$ cat config.mk
export PLATFORM = sky130hd
export DESIGN_NAME = mlp_result_collector
export DESIGN_NICKNAME = d
export VERILOG_FILES = /design/src/rtl/mlp_pkg.sv /design/src/rtl/argmax_tracker.sv /design/src/rtl/mlp_result_collector.sv
export SDC_FILE = /design/constraint.sdc
export NUM_CORES = 1
export LEC_CHECK = 0
export ABC_AREA = 1
export CAP_MARGIN = 20
export CORE_MARGIN = 3
export CORE_UTILIZATION = 61
export DETAILED_ROUTE_END_ITERATION = 10
export PLACE_DENSITY = 0.92
export SYNTH_ARGS = -nofsm -noshare
export SYNTH_HDL_FRONTEND = slang
export SYNTH_HIERARCHICAL = 1
export SYNTH_SLANG_ARGS = --single-unit
$ cat constraint.sdc
create_clock -name clk -period 4.1 [get_ports clk]
set_clock_uncertainty 0.05 [all_clocks]
set_input_delay 0.615 -clock clk [delete_from_list [all_inputs] [get_ports clk]]
set_output_delay 0.615 -clock clk [all_outputs]
set_load 0.005 [all_outputs]
$ cat src/rtl/mlp_pkg.sv
// Shared definitions for the MLP output-side blocks: word width default and
// the result-collector state encoding.
package mlp_pkg;

    localparam int MLP_DATA_W = 16;

    typedef enum logic [1:0] {
        IDLE    = 2'd0,
        COLLECT = 2'd1,
        DONE    = 2'd2
    } state_t;

endpackage

$ cat src/rtl/argmax_tracker.sv
// Running argmax over one frame of signed words; the first word loads
// unconditionally, later words replace only when strictly greater.
module argmax_tracker #(
    parameter int DATA_W = 16,
    parameter int IDX_W  = 4
) (
    input  logic              clk,
    input  logic              reset,
    input  logic              clear,
    input  logic              load,
    input  logic              first,
    input  logic [IDX_W-1:0]  idx,
    input  logic [DATA_W-1:0] val,
    output logic [IDX_W-1:0]  class_idx,
    output logic [DATA_W-1:0] class_val
);

    // strict compare keeps the lower index on ties
    logic take;
    assign take = load && (first || ($signed(val) > $signed(class_val)));

    always_ff @(posedge clk) begin
        if (!reset || clear) begin
            class_idx <= '0;
            class_val <= '0;
        end else if (take) begin
            class_idx <= idx;
            class_val <= val;
        end
    end

endmodule

$ cat src/rtl/mlp_result_collector.sv
// Frame buffer + classification result handshake for the MLP output stream.
// Define MLP_COLLECT_ARGMAX_EN to build the argmax tracker; otherwise class_* read 0.
module mlp_result_collector
    import mlp_pkg::*;
#(
    parameter int DATA_W  = MLP_DATA_W,
    parameter int NUM_OUT = 10,
    parameter int IDX_W   = 4
) (
    input  logic              clk,
    input  logic              reset,
    input  logic              in_valid,
    input  logic [DATA_W-1:0] in_data,
    output logic              in_ready,
    input  logic              finished,
    output logic              result_valid,
    input  logic              result_ack,
    output logic [IDX_W-1:0]  class_idx,
    output logic [DATA_W-1:0] class_val,
    output logic [IDX_W:0]    count,
    output logic              short_frame,
    input  logic [IDX_W-1:0]  rd_addr,
    output logic [DATA_W-1:0] rd_data
);

    localparam int          BUF_D = 1 << IDX_W;
    localparam logic [IDX_W:0] FULL = (IDX_W+1)'(NUM_OUT);

    state_t         state, state_nxt;
    logic           rst_done;
    logic [IDX_W:0] count_nxt, cnt_inc;
    logic           short_nxt;
    logic           accept;
    logic [DATA_W-1:0] mem [BUF_D];

    // rst_done holds every output at 0 for the first cycle after release
    assign in_ready     = reset && rst_done && (state != DONE);
    assign accept       = in_valid && in_ready;
    assign result_valid = (state == DONE);
    assign cnt_inc      = count + 1'b1;

    always_comb begin
        state_nxt = state;
        count_nxt = count;
        short_nxt = short_frame;
        case (state)
            IDLE, COLLECT: begin
                if (accept)
                    count_nxt = cnt_inc;
                if (accept && (cnt_inc == FULL)) begin
                    state_nxt = DONE;
                end else if (finished && ((state == COLLECT) || accept)) begin
                    state_nxt = DONE;
                    short_nxt = (count_nxt < FULL);
                end else if (accept) begin
                    state_nxt = COLLECT;
                end
            end
            DONE: begin
                if (result_ack) begin
                    state_nxt = IDLE;
                    count_nxt = '0;
                    short_nxt = 1'b0;
                end
            end
            default: state_nxt = IDLE;
        endcase
    end

    always_ff @(posedge clk) begin
        if (!reset) begin
            state       <= IDLE;
            rst_done    <= 1'b0;
            count       <= '0;
            short_frame <= 1'b0;
        end else begin
            state       <= state_nxt;
            rst_done    <= 1'b1;
            count       <= count_nxt;
            short_frame <= short_nxt;
        end
    end

    // buffer is deliberately not reset so a result can still be read back
    always_ff @(posedge clk) begin
        if (accept)
            mem[count[IDX_W-1:0]] <= in_data;
    end

    always_ff @(posedge clk) begin
        if (!reset)
            rd_data <= '0;
        else
            rd_data <= mem[rd_addr];
    end

`ifdef MLP_COLLECT_ARGMAX_EN
    logic trk_clear;
    assign trk_clear = (state == DONE) && result_ack;

    argmax_tracker #(
        .DATA_W (DATA_W),
        .IDX_W  (IDX_W)
    ) u_argmax (
        .clk       (clk),
        .reset     (reset),
        .clear     (trk_clear),
        .load      (accept),
        .first     (count == '0),
        .idx       (count[IDX_W-1:0]),
        .val       (in_data),
        .class_idx (class_idx),
        .class_val (class_val)
    );
`else
    assign class_idx = '0;
    assign class_val = '0;
`endif

endmodule
==> results.tsv <==
metric	value	unit
reg2reg_slack	1.61	ns
cts-root-buf	clkbuf_16	
wl_per_cell	23.5	µm
initial_core_util	62.3	%
peakVddDrop	363	µV
dr.pass1.iters	6	
dieArea	20100	µm²
port_buffers	48	
clkTransAtPathRegs	0.06	ns
h-tree-depth	1	
register_area	8190	µm²
startpoint_type	input pin	
status	finished, final reports clean	
crit_path_max_fanout	16	
ant_nets	0	
grt_max_degree	97	
fin_cells	1193	
multi_input_area	2660	µm²
cts-resized-gates	0	
async_flop_share	0	%
antenna_found_initial	0	
cpLargestDelayFamily	simple AND/OR/NAND/NOR gates	
maxCapViolCount	0	
globalplace.congestion	0.938	
synth.largest_area_cell	edfxtp_1	
num_vias	7605	
nets	972	
swShare	21.4	%
ff2ff_path_depth	6	
fmaxAchievable	0.378	GHz
slowest_delay	0.73	ns
die_w	142	µm
min-delay-path-class	reg2reg	
ys_warn_count	6	
period_needed	2.64	ns
track_usage	27.8	%
grt_overflow	0	
ys.flop_type	edfxtp_1	
ys_ff_latch	281	
tightestPinTransition	1.02	ns
syn_inst	908	
fin_crit_sh	64.5	%
tns	0	ns
clkLatencyLatePin	0.55	ns
placed_cells	1142	
path_buf_inv	3	
drt_iter0_markers	1077	
power.switching	0.00132	W
drc_errors	0	
setup.worst_path.start	reset	
cts.sinks	281	
antenna_cells	0	
via_per_inst	6.37	
worstPathCellList	clkdlybuf4s50_1 -> nand2_1 -> inv_1 -> nand3_2 -> inv_1 -> nand2_1 -> nor2_2	
maxSlewHeadroom	32.3	%
syn_area_per_cell	12.4	µm²
cts_tree	done	
nFillCells	1111	
grt_pass1_vias	7652	
cts_hold_buffers	0	
clkPwrFrac	42.3	%
power.internal	0.00484	W
worst_ep_required_time	4.20	ns
clockBufferDepth	3	
ys_types	25	
synth_common_cells	edfxtp_1, nor2_1, o21ai_0	
seqPwrFrac	51.4	%
critPathKind	in2reg	
top_level_ports	69	
crit_arrival	2.74	ns
r2r-end	mem[14][13]	
synth_top_area_share	68.2	%
die_y	142	µm
wirelength	28000	µm
post-synth-top-count-cell	edfxtp_1	
area_growth	13.3	%
cts_buffers	27	
drive_gt1_share	8.09	%
reg2reg_from	state[0]	
slew_viol_final	0	
synth.cell_area	11300	µm²
power.density	482	nW/µm²
synth_area_leaders	edfxtp_1, nor2_1, o21ai_0, dfxtp_1, o211ai_1	
rsz0062_at_grt	false	
hpwl	16100	µm
setup_viol	0	
grt_first_pass_wirelength	42500	µm
combPwrFrac	6.3	%
rows	49	
power.total	0.00616	W
crit_slowest_cell	nor2_2	
end_kind	flop	
crit_cells	7	
yosysSeqAreaShare	72.7	%
post-cts-setup-buffers	0	
hold_viol	0	
core_area	18100	µm²
synth-edff-count	256	
leakage	4.21	nW
crit_end	mem[14][13]	
flip-flops by register name, indices dropped and copies added, names as in the netlist:
signal,count
state,2
count,5
rd_data,16
short_frame,1
rst_done,1
mem,256
worst reg2reg max path, cell delays in order (launching register included):
cell and delay [ns]:
dfxtp_1 0.37, inv_1 0.09, nand2_1 0.13, nand3_2 0.28, inv_1 0.25, nand2_1 0.21, nor2_2 0.73
cells in the final DEF (no fill, tap or decap):
| master | instances |
|---|---|
| edfxtp_1 | 256 |
| o21a_1 | 1 |
| clkbuf_16 | 27 |
| o211ai_1 | 65 |
| o21ai_0 | 111 |
| nand3_2 | 1 |
| buf_2 | 1 |
| clkinvlp_4 | 1 |
| clkinv_2 | 3 |
| nand2_1 | 45 |
| clkbuf_8 | 5 |
| buf_12 | 1 |
| inv_1 | 18 |
| nand4_1 | 3 |
| inv_8 | 1 |
| clkbuf_1 | 8 |
| buf_4 | 16 |
| bufinv_16 | 4 |
| a311oi_1 | 1 |
| nor2_2 | 13 |
| ha_1 | 4 |
| a21oi_1 | 25 |
| o21ai_1 | 19 |
| clkdlybuf4s50_1 | 46 |
| clkinv_1 | 1 |
| inv_6 | 1 |
| conb_1 | 20 |
| buf_16 | 1 |
| nand3_1 | 39 |
| dfxtp_1 | 25 |
| nor2_1 | 199 |
| nor3_2 | 3 |
through the flow:
| stage | setup slack (ns) | hold slack [ns] | utilization, % | area, µm² |
|---|---|---|---|---|
| 6_report | 1.46 | 0.468 | 70.6 | 12800 |
| 5_1_grt | 1.25 | 0.516 | 70.6 | 12800 |
| 4_1_cts | 1.46 | 0.472 | 70.5 | 12700 |
| 3_5_place_dp | 0.912 | 0.459 | 65.3 | 11800 |
| 3_3_place_gp | 1.08 | 0.462 | 65.3 | 11800 |
| 2_1_floorplan | 1.52 | 0.449 | - | 11300 |
final cells by class:
class / instances / share of cell area [%]
inverter: 19 / 0.568
timing repair buffer: 65 / 4.96
clock inverter: 10 / 1.26
multi-input combinational: 549 / 20.8
clock buffer: 40 / 6.06
sequential: 281 / 64.1
tap: 229 / 2.24
power by group through the flow:
stage	logic, W	registers [W]	clock network (W)
2_1_floorplan	0.000221	0.00322	0
3_3_place_gp	0.000356	0.00323	0
3_5_place_dp	0.000370	0.00323	0
4_1_cts	0.000376	0.00317	0.00260
5_1_grt	0.000418	0.00317	0.00272
6_report	0.000389	0.00317	0.00260
layer usage:
layer / global-route usage, % / share of wire (%) / up-vias
met3: 5.90 / 12 / 100
met4: 11.5 / 4.2 / 0
met1: 36.8 / 35 / 3619
met5: 0 / 0 / -
met2: 45.5 / 49 / 573
li1: - / - / 3313
how the worst min path moves through the flow:
| stage | cells after the start | to | from | slack [ns] |
|---|---|---|---|---|
| floorplan | 2 | count[4] | count[4] | 0.45 |
| global placement | 4 | short_frame | short_frame | 0.46 |
| detailed placement | 4 | short_frame | short_frame | 0.46 |
| CTS | 4 | short_frame | short_frame | 0.47 |
| global route | 4 | short_frame | short_frame | 0.52 |
| finish | 4 | short_frame | short_frame | 0.47 |
kinds of logic (layout without fill, tap and decap cells):
kind of cell	count (synthesis)	count (layout)	share of synthesized area (%)
adders and majority gates	4	4	0.444
and+or+nand+nor	303	303	10.7
buffers and inverters	97	134	4.83
AOI/OAI and AO/OA	222	222	11.4
other	1	20	0.0333
DFF	281	281	72.7
Power figures use the tool's default switching activity.
